==> config.mk <==
export PLATFORM = sky130hd
export DESIGN_NAME = instr_fetch_flat
export DESIGN_NICKNAME = d
export VERILOG_FILES = /design/src/rtl/instr_fetch_if.sv /design/src/rtl/instr_fetch.sv /design/src/flat_wrapper.sv
export SDC_FILE = /design/constraint.sdc
export NUM_CORES = 1
export LEC_CHECK = 0
export ABC_AREA = 0
export ABC_CLOCK_PERIOD_IN_PS = 2000
export CORE_MARGIN = 2
export CORE_UTILIZATION = 31
export CTS_CLUSTER_SIZE = 8
export DETAILED_ROUTE_END_ITERATION = 16
export GPL_TIMING_DRIVEN = 0
export PLACE_DENSITY_LB_ADDON = 0.3
export SYNTH_ARGS = -nofsm -noshare
export SYNTH_HDL_FRONTEND = slang
export SYNTH_SLANG_ARGS = --single-unit
==> constraint.sdc <==
create_clock -name clk50M_i -period 2 [get_ports clk50M_i]
set_clock_uncertainty 0.1 [all_clocks]
set_input_delay 0.3 -clock clk50M_i [delete_from_list [all_inputs] [get_ports clk50M_i]]
set_output_delay 0.3 -clock clk50M_i [all_outputs]
set_load 0.005 [all_outputs]
==> src/rtl/instr_fetch_if.sv <==
// Bus bundle between the fetch stage (master) and its PC, memory and decoder (slave).
interface instr_fetch_if;
  logic        start_i;
  logic        busy_o;
  logic [15:0] pc_addr_i;
  logic        pc_inc_o;
  logic [15:0] mem_addr_o;
  logic        mem_rd_o;
  logic        mem_rdy_i;
  logic [7:0]  mem_dat_i;
  logic        instr_valid_o;
  logic        instr_ready_i;
  logic [7:0]  opcode_o;
  logic [15:0] operand_o;
  logic [1:0]  instr_len_o;
  logic [15:0] instr_addr_o;
  logic        fetch_err_o;

  modport master (
    input  start_i, pc_addr_i, mem_rdy_i, mem_dat_i, instr_ready_i,
    output busy_o, pc_inc_o, mem_addr_o, mem_rd_o, instr_valid_o,
           opcode_o, operand_o, instr_len_o, instr_addr_o, fetch_err_o
  );

  modport slave (
    output start_i, pc_addr_i, mem_rdy_i, mem_dat_i, instr_ready_i,
    input  busy_o, pc_inc_o, mem_addr_o, mem_rd_o, instr_valid_o,
           opcode_o, operand_o, instr_len_o, instr_addr_o, fetch_err_o
  );
endinterface

==> src/rtl/instr_fetch.sv <==
// 8080 instruction fetch stage: reads opcode plus immediates, pulses the PC per byte.
// Optional memory-wait timeout is enabled by defining FETCH_TIMEOUT_EN.
module instr_fetch #(
  parameter int PC_SETTLE      = 2,
  parameter int TIMEOUT_CYCLES = 255
) (
  input logic           clk50M_i,
  input logic           rst_i,
  instr_fetch_if.master bus
);

  typedef enum logic [2:0] {
    IDLE   = 3'd0,
    RD     = 3'd1,
    INC    = 3'd2,
    SETTLE = 3'd3,
    DONE   = 3'd4
  } state_t;

  state_t      state_r;
  logic [1:0]  idx_r;
  logic [3:0]  settle_r;
  logic        busy_r;
  logic        pc_inc_r;
  logic        mem_rd_r;
  logic        valid_r;
  logic [15:0] mem_addr_r;
  logic [15:0] operand_r;
  logic [15:0] instr_addr_r;
  logic [7:0]  opcode_r;
  logic [1:0]  len_r;

`ifdef FETCH_TIMEOUT_EN
  localparam int TW = (TIMEOUT_CYCLES > 1) ? $clog2(TIMEOUT_CYCLES) : 1;
  logic [TW-1:0] to_cnt_r;
  logic          err_r;
`endif

  // Instruction length in bytes derived from the opcode
  function automatic logic [1:0] op_len(input logic [7:0] op);
    logic [1:0] len_s;
    if (op inside {8'h01, 8'h11, 8'h21, 8'h31, 8'h22, 8'h2A, 8'h32, 8'h3A,
                   8'hC3, 8'hCB, 8'hCD, 8'hDD, 8'hED, 8'hFD}) begin
      len_s = 2'd3;
    end else if (op[7:6] == 2'b11 && (op[2:0] == 3'b010 || op[2:0] == 3'b100)) begin
      len_s = 2'd3;
    end else if (op == 8'hD3 || op == 8'hDB) begin
      len_s = 2'd2;
    end else if (op[2:0] == 3'b110 && (op[7:6] == 2'b00 || op[7:6] == 2'b11)) begin
      len_s = 2'd2;
    end else begin
      len_s = 2'd1;
    end
    return len_s;
  endfunction

  // Fetch sequencer with all outputs registered
  always_ff @(posedge clk50M_i or posedge rst_i) begin
    if (rst_i) begin
      state_r      <= IDLE;
      idx_r        <= 2'd0;
      settle_r     <= 4'd0;
      busy_r       <= 1'b0;
      pc_inc_r     <= 1'b0;
      mem_rd_r     <= 1'b0;
      valid_r      <= 1'b0;
      mem_addr_r   <= 16'd0;
      operand_r    <= 16'd0;
      instr_addr_r <= 16'd0;
      opcode_r     <= 8'd0;
      len_r        <= 2'd0;
`ifdef FETCH_TIMEOUT_EN
      to_cnt_r     <= '0;
      err_r        <= 1'b0;
`endif
    end else begin
      case (state_r)
        IDLE: begin
          pc_inc_r <= 1'b0;
          valid_r  <= 1'b0;
          if (bus.start_i) begin
            mem_addr_r   <= bus.pc_addr_i;
            instr_addr_r <= bus.pc_addr_i;
            operand_r    <= 16'd0;
            idx_r        <= 2'd0;
            busy_r       <= 1'b1;
            mem_rd_r     <= 1'b1;
            state_r      <= RD;
`ifdef FETCH_TIMEOUT_EN
            to_cnt_r     <= '0;
            err_r        <= 1'b0;
`endif
          end else begin
            busy_r   <= 1'b0;
            mem_rd_r <= 1'b0;
            state_r  <= IDLE;
          end
        end
        RD: begin
          if (bus.mem_rdy_i) begin
            case (idx_r)
              2'd0: begin
                opcode_r <= bus.mem_dat_i;
                len_r    <= op_len(bus.mem_dat_i);
              end
              2'd1:    operand_r[7:0]  <= bus.mem_dat_i;
              2'd2:    operand_r[15:8] <= bus.mem_dat_i;
              default: operand_r       <= operand_r;
            endcase
            idx_r    <= idx_r + 2'd1;
            mem_rd_r <= 1'b0;
            pc_inc_r <= 1'b1;
            state_r  <= INC;
`ifdef FETCH_TIMEOUT_EN
          end else if (to_cnt_r == TW'(TIMEOUT_CYCLES - 1)) begin
            // Give up on this byte: no PC pulse, no instruction
            mem_rd_r <= 1'b0;
            busy_r   <= 1'b0;
            err_r    <= 1'b1;
            state_r  <= IDLE;
          end else begin
            to_cnt_r <= to_cnt_r + TW'(1);
            state_r  <= RD;
          end
`else
          end else begin
            state_r <= RD;
          end
`endif
        end
        INC: begin
          pc_inc_r <= 1'b0;
          settle_r <= 4'(PC_SETTLE);
          state_r  <= SETTLE;
        end
        SETTLE: begin
          if (settle_r == 4'd1) begin
            if (idx_r == len_r) begin
              valid_r <= 1'b1;
              state_r <= DONE;
            end else begin
              // PC has advanced by now, so it addresses the next byte
              mem_addr_r <= bus.pc_addr_i;
              mem_rd_r   <= 1'b1;
              state_r    <= RD;
`ifdef FETCH_TIMEOUT_EN
              to_cnt_r   <= '0;
`endif
            end
          end else begin
            settle_r <= settle_r - 4'd1;
          end
        end
        DONE: begin
          if (bus.instr_ready_i) begin
            valid_r <= 1'b0;
            busy_r  <= 1'b0;
            state_r <= IDLE;
          end else begin
            state_r <= DONE;
          end
        end
        default: begin
          busy_r   <= 1'b0;
          pc_inc_r <= 1'b0;
          mem_rd_r <= 1'b0;
          valid_r  <= 1'b0;
          state_r  <= IDLE;
        end
      endcase
    end
  end

  assign bus.busy_o        = busy_r;
  assign bus.pc_inc_o      = pc_inc_r;
  assign bus.mem_addr_o    = mem_addr_r;
  assign bus.mem_rd_o      = mem_rd_r;
  assign bus.instr_valid_o = valid_r;
  assign bus.opcode_o      = opcode_r;
  assign bus.operand_o     = operand_r;
  assign bus.instr_len_o   = len_r;
  assign bus.instr_addr_o  = instr_addr_r;
`ifdef FETCH_TIMEOUT_EN
  assign bus.fetch_err_o   = err_r;
`else
  assign bus.fetch_err_o   = 1'b0;
`endif

endmodule

==> src/flat_wrapper.sv <==
// flat-port wrapper written by rule: the top's interface ports become plain ports
module instr_fetch_flat 
#(
  parameter int PC_SETTLE      = 2,
  parameter int TIMEOUT_CYCLES = 255
)
  (clk50M_i, rst_i, bus_start_i, bus_pc_addr_i, bus_mem_rdy_i, bus_mem_dat_i, bus_instr_ready_i, bus_busy_o, bus_pc_inc_o, bus_mem_addr_o, bus_mem_rd_o, bus_instr_valid_o, bus_opcode_o, bus_operand_o, bus_instr_len_o, bus_instr_addr_o, bus_fetch_err_o);
  instr_fetch_if bus_i ();
  input logic clk50M_i;
  input logic rst_i;
  input wire logic [$bits(bus_i.start_i)-1:0] bus_start_i;
  input wire logic [$bits(bus_i.pc_addr_i)-1:0] bus_pc_addr_i;
  input wire logic [$bits(bus_i.mem_rdy_i)-1:0] bus_mem_rdy_i;
  input wire logic [$bits(bus_i.mem_dat_i)-1:0] bus_mem_dat_i;
  input wire logic [$bits(bus_i.instr_ready_i)-1:0] bus_instr_ready_i;
  output wire logic [$bits(bus_i.busy_o)-1:0] bus_busy_o;
  output wire logic [$bits(bus_i.pc_inc_o)-1:0] bus_pc_inc_o;
  output wire logic [$bits(bus_i.mem_addr_o)-1:0] bus_mem_addr_o;
  output wire logic [$bits(bus_i.mem_rd_o)-1:0] bus_mem_rd_o;
  output wire logic [$bits(bus_i.instr_valid_o)-1:0] bus_instr_valid_o;
  output wire logic [$bits(bus_i.opcode_o)-1:0] bus_opcode_o;
  output wire logic [$bits(bus_i.operand_o)-1:0] bus_operand_o;
  output wire logic [$bits(bus_i.instr_len_o)-1:0] bus_instr_len_o;
  output wire logic [$bits(bus_i.instr_addr_o)-1:0] bus_instr_addr_o;
  output wire logic [$bits(bus_i.fetch_err_o)-1:0] bus_fetch_err_o;
  assign bus_i.start_i = bus_start_i;
  assign bus_i.pc_addr_i = bus_pc_addr_i;
  assign bus_i.mem_rdy_i = bus_mem_rdy_i;
  assign bus_i.mem_dat_i = bus_mem_dat_i;
  assign bus_i.instr_ready_i = bus_instr_ready_i;
  assign bus_busy_o = bus_i.busy_o;
  assign bus_pc_inc_o = bus_i.pc_inc_o;
  assign bus_mem_addr_o = bus_i.mem_addr_o;
  assign bus_mem_rd_o = bus_i.mem_rd_o;
  assign bus_instr_valid_o = bus_i.instr_valid_o;
  assign bus_opcode_o = bus_i.opcode_o;
  assign bus_operand_o = bus_i.operand_o;
  assign bus_instr_len_o = bus_i.instr_len_o;
  assign bus_instr_addr_o = bus_i.instr_addr_o;
  assign bus_fetch_err_o = bus_i.fetch_err_o;
  instr_fetch #(.PC_SETTLE(PC_SETTLE), .TIMEOUT_CYCLES(TIMEOUT_CYCLES)) u_core (.clk50M_i(clk50M_i), .rst_i(rst_i), .bus(bus_i));
endmodule
# Word level (Yosys, flattened, before mapping)
# Index checks and enable logic that the tools add are counted.
[classes] n_addsub=2 mux=36 n_eq_ne=37 bitwise_logic=4 n_reduce_logical=27
[op_table] operator="16-bit 2-to-1 mux" n=5
[op_table] operator="8-bit equality test, second input constant" n=8
[op_table] operator="16-bit case mux with 2 select lines" n=2
[op_table] operator="8-bit by 6-bit equality test with 1-bit output, second input constant" n=6
[op_table] operator="4-bit AND reduction" n=5
[op_table] operator="8-bit 2-to-1 mux" n=2
[op_table] operator="3-bit case mux with 5 select lines" n=1
[op_table] operator="2-bit 2-to-1 mux" n=7
[op_table] operator="2-bit inequality test, second input constant" n=7
[op_table] operator="14-bit nonzero test" n=1
[op_table] operator="3-bit by 2-bit equality test with 1-bit output, second input constant" n=3
[op_table] operator="3-bit equality test, second input constant" n=3
[op_table] operator="1-bit 2-to-1 mux" n=9
[op_table] operator="3-bit 2-to-1 mux" n=3
[op_table] operator="8-bit by 1-bit equality test with 1-bit output, second input constant" n=1
[op_table] operator="8-bit by 5-bit equality test with 1-bit output, second input constant" n=1
[op_table] operator="4-bit case mux with 2 select lines" n=1
[op_table] operator="2-bit AND reduction" n=4
[op_table] operator="1-bit case mux with 3 select lines" n=2
[op_table] operator="3-bit AND reduction" n=2
[op_table] operator="2-bit nonzero test" n=3
[op_table] operator="2-bit OR reduction" n=3
[op_table] operator="2-bit equality test, second input constant" n=2
[op_table] operator="4-bit by 1-bit equality test with 1-bit output, second input constant" n=1
[op_table] operator="other kinds (16)" n=24
[totals] register_bits=71 in_bits=29 elab_cells=119 out_inout_bits=63

# Longest topological paths before layout
# Gate-level depths: netlist of run 1.
[logic_depth] word_depth=7 mapped_depth=6 ltp_nobuf=6

# Worst setup path after synthesis of run 1
# Ideal clock, no wire load.
[synth_path] kind="register to register" start="register u_core.len_r[1] (netlist: u_core.bus.instr_len_o[1])" end="register u_core.mem_addr_r[0] (netlist: u_core.bus.mem_addr_o[0])" synth_period_minus_slack_ps=1869 n_path_buf=1 arrival_ps=1645 slack_ps=131 required_time_ps=1775 stages_incl_launch_ff=6 cell_sequence="dfrtp_1 -> xor2_1 -> or2_4 -> a41oi_4 -> buf_6 -> mux2_2"
[synth_via] elab_chain_cells=3
[synth_rtl] item="from (decl)" line_no="instr_fetch.sv:31" source="logic [1:0] len_r;"
[synth_rtl] item="from (signal assigned)" line_no="instr_fetch.sv:104" source="len_r <= op_len(bus.mem_dat_i);"
[synth_rtl] item="2-bit equality test" line_no="instr_fetch.sv:138" source="if (idx_r == len_r) begin"
[synth_rtl] item="2-bit inequality test (no line)"
[synth_rtl] item="4-bit AND reduction (no line)"
[synth_rtl] item="to (signal assigned)" line_no="instr_fetch.sv:82" source="mem_addr_r <= bus.pc_addr_i;"
[synth_rtl] item="to (signal assigned)" line_no="instr_fetch.sv:143" source="mem_addr_r <= bus.pc_addr_i;"
[synth_rtl] item="to (decl)" line_no="instr_fetch.sv:27" source="logic [15:0] mem_addr_r;"
# No other way between the ends.
# A chain may end at the register's enable or synchronous reset.

# Final worst setup path of run 1
[layout_path] start="register u_core.state_r[2]" end="register u_core.operand_r[1] (netlist: u_core.bus.operand_o[1])"
[layout_via] elab_chain_cells=3 word_cells_on_any_way=8 classes_between="eq/ne: 4; mux: 1; reduce/logical: 3"
[layout_rtl] item="from (decl)" line_no="instr_fetch.sv:20" source="state_t state_r;"
[layout_rtl] item="from (signal assigned)" line_no="instr_fetch.sv:60" source="state_r <= IDLE;"
[layout_rtl] item="from (signal assigned)" line_no="instr_fetch.sv:88" source="state_r <= RD;"
[layout_rtl] item="from (signal assigned)" line_no="instr_fetch.sv:96" source="state_r <= IDLE;"
[layout_rtl] item="3-bit by 1-bit equality test with 1-bit output or 3-bit logical NOT (tied branches)" line_no="instr_fetch.sv:77" source="case (state_r)"
[layout_rtl] item="2-bit inequality test (no line) or 2-bit nonzero test (tied branches)"
[layout_rtl] item="4-bit AND reduction (no line)"
[layout_rtl] item="to (signal assigned)" line_no="instr_fetch.sv:106" source="2'd1: operand_r[7:0] <= bus.mem_dat_i;"
[layout_rtl] item="to (signal assigned)" line_no="instr_fetch.sv:108" source="default: operand_r <= operand_r;"
[layout_rtl] item="to (decl)" line_no="instr_fetch.sv:28" source="logic [15:0] operand_r;"
# Parallel ways exist; a longest one is shown, timed or not.

==> results of run 1 <==
## cell families (layout without fill, tap and decap cells)
family | after synthesis | in the layout | synth area share
xor+xnor | 3 | 3 | 0.00822
compound gates | 38 | 38 | 0.0908
flops | 71 | 71 | 0.556
mux | 53 | 53 | 0.187
other cells | 1 | 1 | 0.00117
buf+inv | 22 | 135 | 0.0372
simple gates | 49 | 49 | 0.0924
fa+ha+maj | 7 | 7 | 0.0274
## worst reg2reg max path: stages (launching register included)
cell                      delay (ns)
sky130_fd_sc_hd__dfrtp_1        0.38
sky130_fd_sc_hd__buf_6          0.14
sky130_fd_sc_hd__nor4b_2        0.34
sky130_fd_sc_hd__a21oi_2        0.14
sky130_fd_sc_hd__a21oi_4        0.30
sky130_fd_sc_hd__mux2_2         0.38
## synth_stat cells, drive strengths merged (3+ instances only)
cell    number  area share
a21oi        8       0.021
a22o         3      0.0082
a22oi        3      0.0070
and2         9       0.018
buf          7       0.020
dfrtp       71        0.56
ha           7       0.027
inv         13       0.015
mux2        53        0.19
nand2       10       0.012
nand2b       4      0.0078
nand3        5      0.0078
nand3b       3      0.0070
nor2         7      0.0082
o21ai       13       0.020
xor2         3      0.0082
## metrics by stage
stage,setup TNS (ns),total power [uW],utilization
2_1_floorplan,0,3850,-
3_3_place_gp,-13.80,5310,0.419
3_5_place_dp,-8.06,5370,0.421
4_1_cts,0,6730,0.446
5_1_grt,0,7150,0.450
6_report,0,6690,0.450
## final cells by class
class | instances | area share
clock buffers | 11 | 0.0309
multi-input cells | 151 | 0.285
plain buffers | 9 | 0.0158
repair buffers | 97 | 0.214
flip-flops and latches | 71 | 0.388
inverters | 13 | 0.0115
clock inverters | 5 | 0.0178
well taps | 136 | 0.0372
## sequential cells by signal, indices dropped and copies added, names as in the netlist
name and count:
u_core.idx_r 2, u_core.bus.opcode_o 8, u_core.settle_r 4, u_core.bus.mem_addr_o 16
u_core.bus.mem_rd_o 1, u_core.bus.busy_o 1, u_core.bus.instr_addr_o 16, u_core.bus.operand_o 16
u_core.bus.instr_len_o 2, u_core.bus.instr_valid_o 1, u_core.bus.pc_inc_o 1, u_core.state_r 3
## layer usage
layer | part of all wire | vias up | routed length [um] | global-route usage
met1 | 0.45 | 1121 | 3180 | 0.173
met3 | 0.037 | 8 | 266 | 0.0284
met4 | 0.019 | 0 | 132 | 0.0752
li1 | - | 1073 | - | -
met5 | 0 | - | 0 | 0
met2 | 0.50 | 42 | 3540 | 0.222
## what timing repair did
| item | 4_1_cts | 5_1_grt |
|---|---|---|
| pin swaps | 2 | 0 |
| resized for setup | 2 | 0 |
| hold buffers | 0 | 0 |
| hold endpoints to repair | 0 | 0 |
| cloned | 0 | 0 |
| buffers inserted | 3 | 3 |
| setup endpoints to repair | 37 | 17 |
## worst min path at each step
| stage | from | endpoint | depth (start not counted) |
|---|---|---|---|
| 6_report | rst_i | u_core.bus.opcode_o[0]$_DFFE_PP0P_ | 2 |
| 5_1_grt | rst_i | u_core.bus.instr_len_o[1]$_DFFE_PP0P_ | 2 |
| 4_1_cts | rst_i | u_core.bus.opcode_o[0]$_DFFE_PP0P_ | 2 |
| 3_5_place_dp | u_core.bus.busy_o$_DFFE_PP0P_ | u_core.bus.busy_o$_DFFE_PP0P_ | 1 |
| 3_3_place_gp | u_core.bus.busy_o$_DFFE_PP0P_ | u_core.bus.busy_o$_DFFE_PP0P_ | 1 |
| 2_1_floorplan | bus_mem_rdy_i | u_core.idx_r[0]$_DFFE_PP0P_ | 2 |
## report_power, final
group / internal (uW) / switching (uW)
registers: 2070 / 393
logic: 1880 / 1060
clock network: 737 / 546
==> results.py, run 1 <==
metrics = {
    "outcome": {
        "outcome": "completed",
    },
    "setup_path": {
        "crit_path_start": "u_core.state_r[2]$_DFFE_PP0P_",
        "timing.critical_path.to": "u_core.bus.operand_o[1]$_DFFE_PP0P_",
        "regToRegSetupSlack_ns": 0.11,
        "worst_r2r_path_cells": 5,
        "cp_slowest_cell": "sky130_fd_sc_hd__dfrtp_1",
        "worst_path_largest_cell_delay_ns": 0.38,
        "timing.setup.critical_path_class": "reg2reg",
        "cp-start-kind": "register",
        "reg2reg_to": "u_core.bus.operand_o[1]$_DFFE_PP0P_",
        "timing.critical_path.depth": 5,
        "worst_ep_required_time_ns": 2.13,
        "worst_ep_arrival_time_ns": 2.02,
        "gate_family_responsible_for_the_most_delay_along_the_worst_path": "compound AO/OA/AOI/OAI gates",
        "worst_setup_path_end_kind": "register",
        "r2r-start": "u_core.state_r[2]$_DFFE_PP0P_",
        "crit_path_cell_trace": "buf_6, nor4b_2, a21oi_2, a21oi_4, mux2_2",
        "path_max_fanout": 10,
        "critical_path.n_buffers_inverters": 1,
    },
    "global_routing": {
        "antenna_found_initial": 0,
        "grt_overflow": 0,
        "global_route.usage.total": 0.138,
        "grt_start_max_net_pins": 38,
        "first_global_vias": 2448,
        "grt_first_pass_wirelength_um": 12000,
    },
    "synth": {
        "synth.yosys.seq_area_share": 0.556,
        "async_reset_ff_frac": 1.00,
        "syn_area_per_cell_um2": 13.1,
        "post_synth_net_total": 280,
        "yosys_reg_bits": 71,
        "synth_enable_flop_cells": 0,
        "ys_dominant_reg_cell": "sky130_fd_sc_hd__dfrtp_1",
        "yosys.cell_types.count": 42,
        "post_synth_inst_count": 244,
        "yosysWarningCount": 0,
        "netlist_area_pre_place_um2": 3200,
    },
    "finish": {
        "layout.cells.most_common": "sky130_fd_sc_hd__clkdlybuf4s50_1",
        "layoutNonFillerInstCount": 493,
        "multiInputGateArea_um2": 1310,
        "n_fill_cell": 982,
        "nets": 388,
        "areaGrowthSynthToFinish_pct": 43.3,
        "register_area_um2": 1780,
        "post_route_cells_drive_above_1_share": 0.258,
        "n_antenna_cell": 0,
        "finalInstanceArea_um2": 4580,
        "commonest_cells_after_routing_fill_and_taps_aside": "sky130_fd_sc_hd__clkdlybuf4s50_1 (90), sky130_fd_sc_hd__dfrtp_1 (71), sky130_fd_sc_hd__mux2_2 (53)",
    },
    "floorplan": {
        "rows": 37,
        "floorplan.initialDensity": 0.314,
        "die_h_um": 106,
        "placeableCoreArea_um2": 10200,
        "pin_count": 92,
        "floorplan.die_area_um2": 11100,
        "dieWidth_um": 106,
    },
    "placed_design": {
        "port-buffer-count": 90,
        "place_ws_ns": -0.270,
        "detailedPlacementHpwl_um": 5110,
        "placement.cell_area_um2": 4290,
        "gp_congestion": 0.747,
        "place.detailed.instances": 471,
    },
    "detailed_routing": {
        "drt-pass1-iter-count": 4,
        "routed_wl_um": 7120,
        "drt_first_iter_violations": 80,
        "wl_per_cell_um": 14.5,
        "num_vias": 2244,
        "drt_drc_violations_left": 0,
        "drt-vias-per-instance": 4.55,
        "antenna_violating_nets_post_route": 0,
    },
    "timing": {
        "finalSetupViolCount": 0,
        "fmax_mhz": 529,
        "unrepaired_setup_endpoints_after_global_routing": "no",
        "fin_crit_sh": 0.946,
        "post-route-min-period_ns": 1.89,
        "worst_pin_slew_ns": 0.790,
        "timing.final.max_slew_violations": 0,
        "fin_worst_hold_slack_ns": 0.340,
        "worst_slew_margin_rel": 0.472,
        "setup_slack_ns": 0.109,
        "report.final.hold_viol_count": 0,
    },
    "power": {
        "power.density_nw_per_um2": 1460,
        "vdd.ir_drop.worst_mv": 0.699,
        "leakage_power_uw": 0.00196,
    },
    "clocking": {
        "ctsHtreeMaxLevel": 3,
        "clkSinkCount": 71,
        "root_buffer": "sky130_fd_sc_hd__clkbuf_8",
        "cts_max_path_buffers": 2,
        "cts.clk_slew.worst_paths_ns": 0.08,
        "clk-insertion-delay-late_ns": 0.35,
        "clock_tree_from_tritoncts": "built",
        "tritoncts.num_buffers": 9,
    },
    "worst_hold_path": {
        "hold_path.class": "in2async",
    },
    "job": {
        "drv_cap": 0,
    },
}
(Power assumes the default switching activity.)
==> inputs of run 2 (changes only) <==
CTS_BUF_LIST = sky130_fd_sc_hd__clkbuf_8   (was not set)
CTS_CLUSTER_DIAMETER = 40   (was not set)
==> results.py, run 2 (same netlist as run 1, synthesis figures left out) <==
metrics = {
    "setup_path": {
        "worst_r2r_path_cells": 5,
        "worst_path_largest_cell_delay_ns": 0.38,
        "timing.setup.critical_path_class": "reg2reg",
        "r2r-start": "u_core.state_r[2]$_DFFE_PP0P_",
        "worst_ep_required_time_ns": 2.13,
        "path_max_fanout": 10,
        "reg2reg_to": "u_core.bus.operand_o[1]$_DFFE_PP0P_",
        "regToRegSetupSlack_ns": 0.11,
        "crit_path_cell_trace": "buf_6, nor4b_2, a21oi_2, a21oi_4, mux2_2",
        "worst_setup_path_end_kind": "register",
        "critical_path.n_buffers_inverters": 1,
        "gate_family_responsible_for_the_most_delay_along_the_worst_path": "compound AO/OA/AOI/OAI gates",
        "cp_slowest_cell": "sky130_fd_sc_hd__dfrtp_1",
        "cp-start-kind": "register",
        "worst_ep_arrival_time_ns": 2.02,
    },
    "clocking": {
        "holdBufCountCts": 0,
        "cts.clk_slew.worst_paths_ns": 0.08,
        "root_buffer": "sky130_fd_sc_hd__clkbuf_8",
        "cts_max_path_buffers": 2,
        "tritoncts.num_buffers": 9,
        "clkSinkCount": 71,
        "ctsHtreeMaxLevel": 3,
        "clock_tree_from_tritoncts": "built",
        "clk-insertion-delay-late_ns": 0.35,
    },
    "timing": {
        "worst_pin_slew_ns": 0.790,
        "finalSetupViolCount": 0,
        "post-route-min-period_ns": 1.89,
        "fmax_mhz": 529,
        "setup_slack_ns": 0.109,
        "unrepaired_setup_endpoints_after_global_routing": "no",
        "report.final.hold_viol_count": 0,
        "worst_slew_margin_rel": 0.472,
        "fin_crit_sh": 0.946,
        "timing.final.max_slew_violations": 0,
    },
    "placed_design": {
        "placement.cell_area_um2": 4290,
        "place_ws_ns": -0.270,
        "gp_congestion": 0.747,
        "port-buffer-count": 90,
        "detailedPlacementHpwl_um": 5110,
    },
    "finish": {
        "final_core_util": 0.450,
        "areaGrowthSynthToFinish_pct": 43.3,
        "finalInstanceArea_um2": 4580,
        "nets": 388,
        "layout.cells.most_common": "sky130_fd_sc_hd__clkdlybuf4s50_1",
        "post_route_cells_drive_above_1_share": 0.258,
        "register_area_um2": 1780,
        "commonest_cells_after_routing_fill_and_taps_aside": "sky130_fd_sc_hd__clkdlybuf4s50_1 (90), sky130_fd_sc_hd__dfrtp_1 (71), sky130_fd_sc_hd__mux2_2 (53)",
        "n_fill_cell": 982,
        "multiInputGateArea_um2": 1310,
        "n_antenna_cell": 0,
    },
    "power": {
        "p_int_uw": 4680,
        "power.density_nw_per_um2": 1460,
        "switchingPower_uw": 2000,
        "p_comb_frac": 0.440,
        "swShare": 0.299,
        "leakage_power_uw": 0.00197,
        "design_power_total_uw": 6690,
        "vdd.ir_drop.worst_mv": 0.699,
        "clkPwrFrac": 0.191,
        "seq_power_share": 0.369,
    },
    "detailed_routing": {
        "drt-pass1-iter-count": 4,
        "antenna_violating_nets_post_route": 0,
        "num_vias": 2244,
        "drt-vias-per-instance": 4.55,
        "drt_first_iter_violations": 80,
        "routed_wl_um": 7120,
        "drt_drc_violations_left": 0,
        "wl_per_cell_um": 14.4,
    },
    "floorplan": {
        "dieWidth_um": 106,
        "floorplan.die_area_um2": 11100,
        "placeableCoreArea_um2": 10200,
        "die_h_um": 106,
        "pin_count": 92,
        "floorplan.initialDensity": 0.314,
        "rows": 37,
    },
    "global_routing": {
        "first_global_vias": 2448,
        "grt_overflow": 0,
        "global_route.usage.total": 0.138,
        "antenna_found_initial": 0,
        "grt_start_max_net_pins": 38,
        "grt_first_pass_wirelength_um": 12000,
    },
    "job": {
        "drv_cap": 0,
    },
    "outcome": {
        "outcome": "completed",
    },
    "worst_hold_path": {
        "hold_path.class": "in2async",
    },
}
[run 2: cell count changes in the layout (fill, tap and decap cells not counted)]
| cell | delta |
|---|---|
| sky130_fd_sc_hd__clkbuf_1 | -1 |
| sky130_fd_sc_hd__inv_1 | +1 |
[run 2: per-layer routing]
metal | track usage | share of wire | vias up
met2 | 0.222 | 0.50 | 43
li1 | - | - | 1073
met3 | 0.0284 | 0.037 | 8
met5 | 0 | 0 | -
met1 | 0.173 | 0.45 | 1120
met4 | 0.0752 | 0.016 | 0
[run 2: area by class of cell]
| cell class | count | area share |
|---|---|---|
| well taps | 136 | 0.0372 |
| inverters | 13 | 0.0115 |
| plain buffers | 9 | 0.0158 |
| flip-flops and latches | 71 | 0.388 |
| clock buffers | 10 | 0.0301 |
| repair buffers | 97 | 0.214 |
| clock inverters | 6 | 0.0186 |
| multi-input cells | 151 | 0.285 |
[run 2: worst max-delay path by stage]
stage,start,endpoint,slack [ns],cells after the start
floorplan,u_core.bus.instr_len_o[1]$_DFFE_PP0P_,u_core.bus.mem_addr_o[0]$_DFFE_PP0P_,0.13,5
global placement,bus_start_i,u_core.bus.instr_addr_o[4]$_DFFE_PP0P_,-0.26,5
detailed placement,bus_start_i,u_core.bus.instr_addr_o[4]$_DFFE_PP0P_,-0.27,5
finish,u_core.state_r[2]$_DFFE_PP0P_,u_core.bus.operand_o[1]$_DFFE_PP0P_,0.11,5
CTS,u_core.settle_r[1]$_DFFE_PP0P_,u_core.bus.mem_addr_o[12]$_DFFE_PP0P_,0.05,6
global route,u_core.state_r[2]$_DFFE_PP0P_,u_core.bus.operand_o[6]$_DFFE_PP0P_,0.002,5
[run 2: timing repair]
item                       4_1_cts  5_1_grt
pin swaps                        2        0
gates cloned                     0        0
setup endpoints to repair       37       17
buffers inserted                 3        3
resized for setup                2        0
[run 2: metrics by stage]
stage / instances / TNS [ns] / hold slack [ns]
after global routing: 493 / 0 / 0.409
after detailed placement: 471 / -8.06 / 0.377
after CTS: 490 / 0 / 0.358
final: 493 / 0 / 0.340
after global placement: 470 / -13.80 / 0.364
after floorplan: 244 / 0 / 0.336
[run 2: power by group through the flow]
stage                     Combinational (uW)  Sequential (uW)  Clock (uW)
after floorplan                         1350             2490           0
after global placement                  2850             2460           0
after detailed placement                2880             2490           0
after CTS                               2940             2470        1320
after global routing                    3220             2560        1380
final                                   2940             2470        1280
==> inputs of run 3 (changes only) <==
MAX_ROUTING_LAYER = met4   (was not set)
==> results.py, run 3 (same netlist as run 1, synthesis figures left out) <==
metrics = {
    "placed_design": {
        "gp_congestion": 0.756,
        "detailedPlacementHpwl_um": 5110,
        "port-buffer-count": 90,
    },
    "worst_hold_path": {
        "hold_path.class": "in2async",
    },
    "finish": {
        "commonest_cells_after_routing_fill_and_taps_aside": "sky130_fd_sc_hd__clkdlybuf4s50_1 (90), sky130_fd_sc_hd__dfrtp_1 (71), sky130_fd_sc_hd__mux2_2 (53)",
        "nets": 388,
        "post_route_cells_drive_above_1_share": 0.258,
        "n_antenna_cell": 0,
        "n_fill_cell": 982,
        "layout.cells.most_common": "sky130_fd_sc_hd__clkdlybuf4s50_1",
        "multiInputGateArea_um2": 1310,
        "final_core_util": 0.450,
        "register_area_um2": 1780,
        "areaGrowthSynthToFinish_pct": 43.3,
    },
    "detailed_routing": {
        "routed_wl_um": 7110,
        "drt_drc_violations_left": 0,
        "drt-pass1-iter-count": 4,
        "num_vias": 2241,
        "wl_per_cell_um": 14.4,
        "drt_first_iter_violations": 71,
        "antenna_violating_nets_post_route": 0,
        "drt-vias-per-instance": 4.55,
    },
    "global_routing": {
        "grt_first_pass_wirelength_um": 12000,
        "busiest_layer": "met2",
        "first_global_vias": 2448,
        "met2_usage": 0.221,
        "global_route.usage.met3": 0.0235,
        "global_route.usage.total": 0.141,
        "grt_overflow": 0,
        "antenna_found_initial": 0,
        "grtUsageMet1": 0.176,
        "grt_start_max_net_pins": 38,
    },
    "clocking": {
        "cts_max_path_buffers": 2,
        "clk-insertion-delay-late_ns": 0.35,
        "root_buffer": "sky130_fd_sc_hd__clkbuf_8",
        "tritoncts.num_buffers": 9,
        "holdBufCountCts": 0,
        "ctsHtreeMaxLevel": 3,
        "clkSinkCount": 71,
        "cts.clk_slew.worst_paths_ns": 0.08,
        "clock_tree_from_tritoncts": "built",
    },
    "power": {
        "switchingPower_uw": 2000,
        "power.density_nw_per_um2": 1460,
        "seq_power_share": 0.369,
        "design_power_total_uw": 6690,
        "vdd.ir_drop.worst_mv": 0.697,
        "p_comb_frac": 0.440,
        "leakage_power_uw": 0.00197,
        "p_int_uw": 4680,
        "swShare": 0.299,
        "clkPwrFrac": 0.191,
    },
    "timing": {
        "unrepaired_setup_endpoints_after_global_routing": "no",
        "report.final.hold_viol_count": 0,
        "finalSetupViolCount": 0,
        "timing.final.max_slew_violations": 0,
        "fin_crit_sh": 0.946,
        "worst_pin_slew_ns": 0.793,
        "post-route-min-period_ns": 1.89,
        "worst_slew_margin_rel": 0.470,
        "fmax_mhz": 529,
    },
    "setup_path": {
        "r2r-start": "u_core.state_r[2]$_DFFE_PP0P_",
        "worst_ep_arrival_time_ns": 2.02,
        "cp-start-kind": "register",
        "worst_r2r_path_cells": 5,
        "regToRegSetupSlack_ns": 0.11,
        "reg2reg_to": "u_core.bus.operand_o[1]$_DFFE_PP0P_",
        "worst_setup_path_end_kind": "register",
        "crit_path_start": "u_core.state_r[2]$_DFFE_PP0P_",
        "path_max_fanout": 10,
        "worst_ep_required_time_ns": 2.13,
        "timing.setup.critical_path_class": "reg2reg",
    },
    "floorplan": {
        "floorplan.die_area_um2": 11100,
        "pin_count": 92,
        "floorplan.initialDensity": 0.314,
        "die_h_um": 106,
        "dieWidth_um": 106,
        "rows": 37,
        "placeableCoreArea_um2": 10200,
    },
    "job": {
        "drv_cap": 0,
    },
    "outcome": {
        "outcome": "completed",
    },
}
-- run 3: cell counts in the layout (fill, tap and decap cells not counted) --
No cell type changed its count.
-- run 3: how the worst max path moves through the flow --
stage	endpoint	slack (ns)	cells after the start
3_5_place_dp	u_core.bus.instr_addr_o[4]$_DFFE_PP0P_	-0.27	5
4_1_cts	u_core.bus.mem_addr_o[12]$_DFFE_PP0P_	0.05	6
2_1_floorplan	u_core.bus.mem_addr_o[0]$_DFFE_PP0P_	0.13	5
5_1_grt	u_core.bus.operand_o[6]$_DFFE_PP0P_	0.002	5
6_report	u_core.bus.operand_o[1]$_DFFE_PP0P_	0.11	5
3_3_place_gp	u_core.bus.instr_addr_o[4]$_DFFE_PP0P_	-0.26	5
-- run 3: through the flow --
step	area (um2)	hold slack, ns	std cells	TNS, ns	worst slack, ns
floorplan	3200	0.336	244	0	0.131
global placement	4270	0.364	470	-13.80	-0.265
detailed placement	4290	0.377	471	-8.06	-0.270
CTS	4540	0.358	490	0	0.0547
global route	4580	0.410	493	0	0.00167
finish	4580	0.337	493	0	0.109
-- run 3: cell type report --
cell class              instances  share of cell area
repair buffers                 97               0.214
plain buffers                   9              0.0158
multi-input cells             151               0.285
inverters                      13              0.0115
clock buffers                  10              0.0301
flip-flops and latches         71               0.388
well taps                     136              0.0372
clock inverters                 6              0.0186
-- run 3: what timing repair did --
action | CTS | global route
gates resized for setup | 2 | 0
pin swaps | 2 | 0
endpoints found under the hold margin | 0 | 0
buffers inserted | 3 | 3
endpoints found under the setup margin | 37 | 17
-- run 3: metal layers --
layer,vias up,routed length [um]
li1,1073,-
met4,0,115
met5,-,0
met1,1119,3250
met2,41,3550
met3,8,193
-- run 3: critical path: stages, from the launching register on --
cell and delay (ns):
sky130_fd_sc_hd__dfrtp_1 0.38, sky130_fd_sc_hd__buf_6 0.14, sky130_fd_sc_hd__nor4b_2 0.34, sky130_fd_sc_hd__a21oi_2 0.14
sky130_fd_sc_hd__a21oi_4 0.30, sky130_fd_sc_hd__mux2_2 0.37
-- run 3: power by group through the flow --
stage	clock, uW	sequential (uW)	combinational, uW
after global placement	0	2460	2850
after CTS	1320	2470	2940
after global routing	1380	2560	3220
after detailed placement	0	2490	2880
final	1280	2470	2940
after floorplan	0	2490	1350
